File: config.mk
export PLATFORM = sky130hd
export DESIGN_NAME = hazard_ctrl_flat
export DESIGN_NICKNAME = d
export VERILOG_FILES = /design/src/rtl/mips_pkg.sv /design/src/rtl/hazard_ctrl_if.sv /design/src/rtl/hazard_ctrl_match.sv /design/src/rtl/hazard_ctrl.sv /design/src/flat_wrapper.sv
export SDC_FILE = /design/constraint.sdc
export NUM_CORES = 1
export LEC_CHECK = 0
export BUFFER_PORTS_ARGS = -buffer_cell sky130_fd_sc_hd__buf_2
export CAP_MARGIN = 20
export CORE_AREA = 2 2 66 68
export CTS_CLUSTER_SIZE = 24
export DETAILED_ROUTE_END_ITERATION = 10
export DIE_AREA = 0 0 68 70
export GPL_TIMING_DRIVEN = 1
export PLACE_DENSITY_LB_ADDON = 0.25
export SETUP_SLACK_MARGIN = 0.2
export SLEW_MARGIN = 30
export SYNTH_ARGS = -nofsm -noshare
export SYNTH_HDL_FRONTEND = slang
export SYNTH_SLANG_ARGS = --single-unit
File: constraint.sdc
create_clock -name clk -period 2.1 [get_ports clk]
set_input_delay 0.21 -clock clk [delete_from_list [all_inputs] [get_ports clk]]
set_output_delay 0.21 -clock clk [all_outputs]
set_load 0.03 [all_outputs]
File: src/rtl/mips_pkg.sv
// Shared pipeline types for the hazard controller: operand-forwarding selects,
// the shadow-pipeline entry layout, and the register-match helper.
package mips_pkg;

   typedef enum logic [1:0] {
      FWD_RF  = 2'b00,
      FWD_MEM = 2'b01,
      FWD_WB  = 2'b10
   } fwd_sel_t;

   typedef struct packed {
      logic       valid;
      logic [4:0] rd;
      logic       reg_write;
      logic       is_load;
      logic [4:0] rs;
      logic [4:0] rt;
   } shadow_entry_t;

   localparam shadow_entry_t SHADOW_BUBBLE = shadow_entry_t'(18'd0);

   // $0 is hard-wired, so an entry targeting it never produces a dependency.
   function automatic logic entry_match(input shadow_entry_t e, input logic [4:0] r);
      return e.valid & e.reg_write & (e.rd != 5'd0) & (e.rd == r);
   endfunction

endpackage

File: src/rtl/hazard_ctrl_if.sv
// Decode-side request and hazard/forwarding response bundle of hazard_ctrl.
interface hazard_ctrl_if;
   import mips_pkg::*;

   logic        id_valid;
   logic [4:0]  id_rs;
   logic [4:0]  id_rt;
   logic        id_uses_rs;
   logic        id_uses_rt;
   logic [4:0]  id_rd;
   logic        id_reg_write;
   logic        id_is_load;
   logic        branch_taken;

   logic        stall;
   logic        flush;
   fwd_sel_t    fwd_a;
   fwd_sel_t    fwd_b;
   logic        rf_write;
   logic [4:0]  rf_addr;
   logic [15:0] stall_count;

   modport master (
      output id_valid, id_rs, id_rt, id_uses_rs, id_uses_rt,
             id_rd, id_reg_write, id_is_load, branch_taken,
      input  stall, flush, fwd_a, fwd_b, rf_write, rf_addr, stall_count
   );

   modport slave (
      input  id_valid, id_rs, id_rt, id_uses_rs, id_uses_rt,
             id_rd, id_reg_write, id_is_load, branch_taken,
      output stall, flush, fwd_a, fwd_b, rf_write, rf_addr, stall_count
   );

endinterface

File: src/rtl/hazard_ctrl_match.sv
// Per-operand dependency check: forwarding select for the EX operand and the
// stall request for the decode source. Behaviour depends on HAZARD_FORWARDING_EN.
module hazard_match
   import mips_pkg::*;
(
`ifdef HAZARD_FORWARDING_EN
   input  logic [4:0]    ex_src,
`endif
   input  logic [4:0]    id_src,
   input  logic          id_uses,
   input  shadow_entry_t ex_e,
   input  shadow_entry_t mem_e,
   input  shadow_entry_t wb_e,
   output fwd_sel_t      fwd,
   output logic          hazard
);

`ifdef HAZARD_FORWARDING_EN
   logic unused_s;
   assign unused_s = ^{ex_e.rs, ex_e.rt, mem_e.is_load, mem_e.rs, mem_e.rt,
                       wb_e.is_load, wb_e.rs, wb_e.rt};

   // MEM holds the younger result, so it takes priority over WB.
   always_comb begin
      fwd = FWD_RF;
      if (!ex_e.valid) begin
         fwd = FWD_RF;
      end else if (entry_match(mem_e, ex_src)) begin
         fwd = FWD_MEM;
      end else if (entry_match(wb_e, ex_src)) begin
         fwd = FWD_WB;
      end else begin
         fwd = FWD_RF;
      end
   end

   // Only a load in EX cannot be forwarded in time.
   always_comb begin
      hazard = 1'b0;
      if (id_uses) begin
         hazard = ex_e.is_load & entry_match(ex_e, id_src);
      end else begin
         hazard = 1'b0;
      end
   end
`else
   logic unused_s;
   assign unused_s = ^{ex_e.is_load, ex_e.rs, ex_e.rt, mem_e.is_load, mem_e.rs,
                       mem_e.rt, wb_e.is_load, wb_e.rs, wb_e.rt};

   assign fwd = FWD_RF;

   // Without bypass or regfile write-through, any in-flight producer stalls.
   always_comb begin
      hazard = 1'b0;
      if (id_uses) begin
         hazard = entry_match(ex_e, id_src) | entry_match(mem_e, id_src) |
                  entry_match(wb_e, id_src);
      end else begin
         hazard = 1'b0;
      end
   end
`endif

endmodule

File: src/rtl/hazard_ctrl.sv
// MIPS-style hazard controller: EX/MEM/WB shadow pipeline, load-use stall,
// branch flush, operand forwarding (enabled by HAZARD_FORWARDING_EN), stall counter.
module hazard_ctrl
   import mips_pkg::*;
(
   input  logic         clk,
   input  logic         rst_n,
   hazard_ctrl_if.slave bus
);

   shadow_entry_t ex_r;
   shadow_entry_t mem_r;
   shadow_entry_t wb_r;
   shadow_entry_t id_entry_s;
   logic [15:0]   stall_count_r;
   logic          haz_a_s;
   logic          haz_b_s;
   logic          stall_s;
   logic          flush_s;
   fwd_sel_t      fwd_a_s;
   fwd_sel_t      fwd_b_s;

   hazard_match u_match_a (
`ifdef HAZARD_FORWARDING_EN
      .ex_src  (ex_r.rs),
`endif
      .id_src  (bus.id_rs),
      .id_uses (bus.id_uses_rs),
      .ex_e    (ex_r),
      .mem_e   (mem_r),
      .wb_e    (wb_r),
      .fwd     (fwd_a_s),
      .hazard  (haz_a_s)
   );

   hazard_match u_match_b (
`ifdef HAZARD_FORWARDING_EN
      .ex_src  (ex_r.rt),
`endif
      .id_src  (bus.id_rt),
      .id_uses (bus.id_uses_rt),
      .ex_e    (ex_r),
      .mem_e   (mem_r),
      .wb_e    (wb_r),
      .fwd     (fwd_b_s),
      .hazard  (haz_b_s)
   );

   // Pack the decode instruction into a shadow entry.
   always_comb begin
      id_entry_s           = SHADOW_BUBBLE;
      id_entry_s.valid     = 1'b1;
      id_entry_s.rd        = bus.id_rd;
      id_entry_s.reg_write = bus.id_reg_write;
      id_entry_s.is_load   = bus.id_is_load;
      id_entry_s.rs        = bus.id_rs;
      id_entry_s.rt        = bus.id_rt;
   end

   // A taken branch squashes decode, so it overrides any stall.
   always_comb begin
      flush_s = bus.branch_taken;
      stall_s = 1'b0;
      if (bus.id_valid && !flush_s) begin
         stall_s = haz_a_s | haz_b_s;
      end else begin
         stall_s = 1'b0;
      end
   end

   // Shadow pipeline: MEM/WB always advance, EX takes decode or a bubble.
   always_ff @(posedge clk or negedge rst_n) begin
      if (!rst_n) begin
         ex_r  <= SHADOW_BUBBLE;
         mem_r <= SHADOW_BUBBLE;
         wb_r  <= SHADOW_BUBBLE;
      end else begin
         mem_r <= ex_r;
         wb_r  <= mem_r;
         if (bus.id_valid && !stall_s && !flush_s) begin
            ex_r <= id_entry_s;
         end else begin
            ex_r <= SHADOW_BUBBLE;
         end
      end
   end

   // Saturating count of stall cycles.
   always_ff @(posedge clk or negedge rst_n) begin
      if (!rst_n) begin
         stall_count_r <= 16'd0;
      end else if (stall_s && (stall_count_r != 16'hFFFF)) begin
         stall_count_r <= stall_count_r + 16'd1;
      end else begin
         stall_count_r <= stall_count_r;
      end
   end

   assign bus.stall       = stall_s;
   assign bus.flush       = flush_s;
   assign bus.fwd_a       = fwd_a_s;
   assign bus.fwd_b       = fwd_b_s;
   assign bus.rf_write    = wb_r.valid & wb_r.reg_write & (wb_r.rd != 5'd0);
   assign bus.rf_addr     = wb_r.rd;
   assign bus.stall_count = stall_count_r;

endmodule

File: src/flat_wrapper.sv
// flat-port wrapper written by rule: the top's interface ports become plain ports
module hazard_ctrl_flat import mips_pkg::*;
  (clk, rst_n, bus_id_valid, bus_id_rs, bus_id_rt, bus_id_uses_rs, bus_id_uses_rt, bus_id_rd, bus_id_reg_write, bus_id_is_load, bus_branch_taken, bus_stall, bus_flush, bus_fwd_a, bus_fwd_b, bus_rf_write, bus_rf_addr, bus_stall_count);
  hazard_ctrl_if bus_i ();
  input  logic clk;
  input  logic rst_n;
  input wire logic [$bits(bus_i.id_valid)-1:0] bus_id_valid;
  input wire logic [$bits(bus_i.id_rs)-1:0] bus_id_rs;
  input wire logic [$bits(bus_i.id_rt)-1:0] bus_id_rt;
  input wire logic [$bits(bus_i.id_uses_rs)-1:0] bus_id_uses_rs;
  input wire logic [$bits(bus_i.id_uses_rt)-1:0] bus_id_uses_rt;
  input wire logic [$bits(bus_i.id_rd)-1:0] bus_id_rd;
  input wire logic [$bits(bus_i.id_reg_write)-1:0] bus_id_reg_write;
  input wire logic [$bits(bus_i.id_is_load)-1:0] bus_id_is_load;
  input wire logic [$bits(bus_i.branch_taken)-1:0] bus_branch_taken;
  output wire logic [$bits(bus_i.stall)-1:0] bus_stall;
  output wire logic [$bits(bus_i.flush)-1:0] bus_flush;
  output wire logic [$bits(bus_i.fwd_a)-1:0] bus_fwd_a;
  output wire logic [$bits(bus_i.fwd_b)-1:0] bus_fwd_b;
  output wire logic [$bits(bus_i.rf_write)-1:0] bus_rf_write;
  output wire logic [$bits(bus_i.rf_addr)-1:0] bus_rf_addr;
  output wire logic [$bits(bus_i.stall_count)-1:0] bus_stall_count;
  assign bus_i.id_valid = bus_id_valid;
  assign bus_i.id_rs = bus_id_rs;
  assign bus_i.id_rt = bus_id_rt;
  assign bus_i.id_uses_rs = bus_id_uses_rs;
  assign bus_i.id_uses_rt = bus_id_uses_rt;
  assign bus_i.id_rd = bus_id_rd;
  assign bus_i.id_reg_write = bus_id_reg_write;
  assign bus_i.id_is_load = bus_id_is_load;
  assign bus_i.branch_taken = bus_branch_taken;
  assign bus_stall = bus_i.stall;
  assign bus_flush = bus_i.flush;
  assign bus_fwd_a = bus_i.fwd_a;
  assign bus_fwd_b = bus_i.fwd_b;
  assign bus_rf_write = bus_i.rf_write;
  assign bus_rf_addr = bus_i.rf_addr;
  assign bus_stall_count = bus_i.stall_count;
  hazard_ctrl u_core (.clk(clk), .rst_n(rst_n), .bus(bus_i));
endmodule
# Word-level counts from Yosys, hierarchy flattened
# Index checks and enable logic that the tools add are counted.
[op_classes]
addsub = 1
bitwise = 17
mux = 4
n_reduce_logical = 9
n_eq_ne = 7
[ops]
columns = ["op", "n"]
rows = [
  ["5-bit equality test", 6],
  ["18-bit two-way mux", 1],
  ["16-bit by 1-bit adder with 16-bit output, second input constant", 1],
  ["16-bit != test, second input constant", 1],
  ["5-bit nonzero test", 3],
  ["1-bit bitwise AND", 12],
  ["1-bit OR", 5],
  ["1-bit logical AND", 4],
  ["1-bit two-way mux", 3],
  ["1-bit zero test", 2],
]
[word_totals]
output_inout_bits = 28
input_bits = 23
reg_bits = 37

# Logic depth before layout (Yosys ltp)
[logic_depth]
ltp_word = 12
depth_mapped = 8
ltp_nobuf = 7

# Modules after synthesis
# A second synthesis with hierarchy kept.
[unflattened]
cells_unflattened = 223
area_unflattened_um2 = 2880.3
[modules_own_cells]
columns = ["mod", "cells_per_inst", "seq_area_each_um2", "area_each_um2", "instances"]
rows = [
  ["hazard_ctrl", 155, 1751.7, 2404.8, 1],
  ["hazard_match", 34, 0.0, 237.7, 2],
]

# Worst setup path before layout
# Ideal clock, no wire load.
[synth_path]
kind = "reg2out"
start = "register u_core.wb_r (netlist bit u_core.bus.rf_addr[1])"
end = "output bus_stall"
setup_slack_ns = -0.076
stages_incl_launch_ff = 8
t_arrival_ns = 1.966
required_ns = 1.890
path_buffers = 1
cell_sequence = "dfrtp_1 > or3_1 > o311a_1 > nand4_1 > nand3_2 > a22oi_4 > buf_2 > nor2b_1"
[synth_between]
elab_chain_len = 7
elab_cells_between_ends = 12
[synth_rtl]
columns = ["element", "line_no", "text"]
rows = [
  ["from (decl)", "hazard_ctrl.sv:13", "shadow_entry_t wb_r;"],
  ["from (signal assigned)", "hazard_ctrl.sv:79", "wb_r <= mem_r;"],
  ["5-bit nonzero test (*)", "n/a", ""],
  ["1-bit bitwise AND (*)", "n/a", ""],
  ["net bus_rf_write", "flat_wrapper.sv:20", "output wire logic [$bits(bus_i.rf_write)-1:0] bus_rf_write;"],
  ["1-bit bitwise AND", "mips_pkg.sv:24", "return e.valid & e.reg_write & (e.rd != 5'd0) & (e.rd == r);"],
  ["1-bit OR", "hazard_ctrl_match.sv:57", "hazard = entry_match(ex_e, id_src) | entry_match(mem_e, id_src) |"],
  ["1-bit two-way mux", "hazard_ctrl_match.sv:56", "if (id_uses) begin"],
  ["1-bit OR (*)", "hazard_ctrl.sv:65", "stall_s = haz_a_s | haz_b_s;"],
  ["1-bit two-way mux (*)", "hazard_ctrl.sv:64", "if (bus.id_valid && !flush_s) begin"],
  ["to (decl)", "flat_wrapper.sv:16", "output wire logic [$bits(bus_i.stall)-1:0] bus_stall;"],
]
# The timed path passes the listed nets; every way through them passes the cells marked *.

# Worst setup path in the final report
[layout_path]
start = "register u_core.wb_r (netlist bit u_core.bus.rf_addr[0])"
end = "output bus_stall"
[layout_between]
elab_chain_len = 7
elab_cells_between_ends = 12
[layout_rtl]
columns = ["element", "line_no"]
rows = [
  ["5-bit nonzero test", "mips_pkg.sv:24"],
  ["1-bit bitwise AND (2 in a row)", "mips_pkg.sv:24"],
  ["1-bit OR", "hazard_ctrl_match.sv:57"],
  ["1-bit two-way mux", "hazard_ctrl_match.sv:56"],
  ["1-bit OR (*)", "hazard_ctrl.sv:65"],
  ["1-bit two-way mux (*)", "hazard_ctrl.sv:64"],
]
# Mark *: on every way between the ends. The rest lies on a longest branch, timed or not.

==> summary.md <==
Outcome
- complete, but fails checks — outcome
- negative setup slack — violated checks

Drt
- 5.13 — post-DR vias/cell
- 74 — First DRT Iteration DRCs
- 4210 um — final WL
- 0 — remaining design rule violation count
- 15.1 um — mean routed wirelength per cell
- 4 — first-pass iteration count of the detailed router
- 1427 — via count
- 0 — Antenna Nets Post-Route

Logic synthesis
- dfrtp_1, xor2_1, xnor2_1 — biggest area contributors in the synthesized netlist
- 0 — yosys warns
- 37 — number of synthesized register bits
- 0.00186 mm2 — post-synth design cell area
- dfrtp_1 — cell taking the most area after synthesis
- 165 — gate count of the mapped netlist
- 0.498 — area share of the leading cell type in the synthesized netlist
- 11.3 um2 — Synth Area per Inst
- 0.498 — sequential element share of the synthesized area
- 29 — number of library cell types mapped by synthesis

Worst setup path
- output pin — CP endpoint kind
- u_core.bus.rf_addr[0]$_DFF_PN0_ — startpoint of the worst-slack reg-to-reg timing path
- 1.89 ns — required time at the endpoint of the critical path
- register to output pin — start-to-end type of the worst setup path
- 3 — maximum fanout count along the critical path
- u_core.bus.rf_addr[0]$_DFF_PN0_ — beginning of the critical path
- 2.14 ns — CP arrival
- register — Critical Path Source Type

GRT
- 38 — largest net degree at the start of global routing
- 1397 — vias in the first global route
- 6560 um — first-pass GRT wire length
- 0 — Overflow after GRT
- 0.187 — global-route usage over all layers
- 0 — number of antenna violations at the first check in global routing

Final layout
- 0.00243 mm2 — final design instance area without fill
- 0 — Diodes inserted
- 0.394 — share of post-route cells with drive strength above 1
- 0.587 — utilization after layout
- 249 — net count of the finished layout
- 30.7% — Syn-to-layout area delta

Timing
- 0.810 ns — worst slew pin tran
- 0.460 — headroom to the max-slew limit
- 0 — Final Slew Violations
- 1.12 — portion of the clock cycle consumed by the worst path in the final layout
- 2.35 ns — fin crit period
- 0.00775 ns — final worst clock skew
- 0.0141 ns — worst hold slack across all endpoints
- -0.251 ns — post-layout worst setup margin
- 0 — final-report hold violation count
- true — unrepaired setup endpoints after global routing
- 0.425 GHz — Max Clk Rate
- 24 — final setup violation count

Power
- 1.03 mW — design internal power
- 0.119 — share of power burned in combinational logic
- 563 mW/mm2 — power per cell area
- 1.35 nW — Static Leakage
- 0.338 — fraction of power consumed by the clock network
- 0.543 — power share of the sequential group
- 0.245 — Switching Share
- 0.325 mV — Max VDD drop
- 0.335 mW — switching power of the nets

Clock network
- 0.07 ns — CTS clock-pin slew for the worst setup and hold paths
- clkbuf_8 — CTS root buffer
- 2 — Clock H-tree levels
- 37 — count of clock tree sinks
- 2 — Clock Path Buffers
- built — TritonCTS clock tree
- 0 — Post-CTS Hold Buffers
- 5 — number of buffers inserted during clock tree synthesis
- 0.28 ns — clock latency reported for the late side of the worst-skew pair

Floorplan
- 0.00476 mm2 — Die ar.
- 0.449 — Initial Utilization
- 0.00414 mm2 — Floorplan Core Area
- 24 — Rows
- 68 um — overall die width
- 51 — I/O pin total
- 70 um — vertical die dimension

Placed design
- 0.00221 mm2 — placement-stage cell area
- 3070 um — detailed placement HPWL
- 45 — buffers added on ports
- 0.952 — weighted congestion at the end of routability-driven global placement

Run
- 0 — MaxCap Viol Count

Worst hold path
- input port to async pin — type of the worst min-delay path

-- Yosys cell counts (all sizes together) --
library cell and number:
a22oi 1, a31oi 1, and2 1, and3 9, and4 1, buf 13
clkbuf 2, conb 1, dfrtp 37, ha 1, mux2 1, nand2 4
nand3 9, nand4 9, nor2 2, nor2b 2, nor3 14, nor3b 2
nor4 2, nor4b 1, o21ai 1, o21ba 1, o311a 3, or3 3
xnor2 12, xor2 32
-- layout by cell type, fill, tap and decap left out, drive strengths merged, types with 2 or more instances in the layout --
cell type  netlist  layout
or3              3       3
buf             13      64
clkbuf           2       9
and3             9       9
xor2            32      32
nor2             2       2
o311a            3       3
dfrtp           37      37
xnor2           12      12
nor2b            2       2
nor4             2       2
conb             1       4
nor3            14      14
nand4            9       9
nand2            4       4
nand3            9       9
nor3b            2       2
-- per-stage QoR --
stage                     worst slack [ns]  TNS, ns  power, mW  instances
after floorplan                     0.0252        0      0.848        168
after CTS                           -0.243    -3.34       1.38        276
after detailed placement           -0.0368  -0.0446      0.914        266
after global placement            0.000743        0      0.908        266
after global routing                -0.333    -6.39       1.43        278
final                               -0.251    -4.35       1.37        278
-- timing repair --
action                     CTS  global route
setup endpoints to repair   24            24
hold endpoints to repair     0             0
pin swaps                    3             5
cloned                       0             1
resized for setup           10             6
buffers inserted             2             1
-- path summary, 6_finish.rpt --
check	end	slack, ns	cells past startpoint
worst min register to register	u_core.mem_r[17]$_DFF_PN0_	0.38	0
max in group asynchronous	u_core.bus.stall_count[3]$_DFFE_PN0P_	1.53	1
worst min-delay path	u_core.bus.stall_count[1]$_DFFE_PN0P_	0.01	1
min in group clk	u_core.ex_r[16]$_DFF_PN0_	0.16	2
worst max register to register	u_core.bus.stall_count[13]$_DFFE_PN0P_	-0.22	10
worst max-delay path	bus_stall	-0.25	8
-- worst max-delay path, cell delays in order (launching register included) --
cell and delay (ns):
dfrtp_1 0.38, or3_4 0.40, o311a_4 0.33, nand4_1 0.10, nand3_2 0.10, a22oi_4 0.25, buf_12 0.14, nor2b_4 0.03
buf_6 0.13
-- flip-flops by register name, indices dropped and copies added, names as in the netlist --
register and cells:
u_core.ex_r 7, u_core.mem_r 7, u_core.bus.stall_count 16, u_core.wb_r 2
u_core.bus.rf_addr 5
-- per-layer routing --
metal / routed length [um] / global-route usage / up-vias
li1: - / - / 683
met2: 2110 / 0.298 / 51
met3: 221 / 0.0435 / 8
met4: 63 / 0.0711 / 0
met1: 1810 / 0.244 / 685
met5: 0 / 0 / -
-- logic make-up after synthesis --
logic type                 Yosys count  synth area share
adders and majority gates            1           0.00672
buffers and inverters               15            0.0558
and+or+nand+nor                     59             0.182
xor gates and xnor gates            44             0.207
other                                1           0.00202
DFF                                 37             0.498
muxes                                1           0.00807
AOI/OAI and AO/OA                    7            0.0410
-- layout make-up --
type | instances | area (um2)
fill | 379 | 1710
timing repair buffer | 65 | 428
clock buffer | 8 | 80.1
sequential | 37 | 933
tap | 52 | 65.1
multi-input combinational | 116 | 926
-- power groups by stage --
stage	Clock [mW]	Combinational [mW]	Sequential [mW]
2_1_floorplan	0	0.0889	0.759
3_3_place_gp	0	0.152	0.756
3_5_place_dp	0	0.158	0.756
4_1_cts	0.472	0.160	0.743
5_1_grt	0.511	0.177	0.744
6_report	0.463	0.163	0.743
Note: power is estimated with default switching activity, not from simulation.
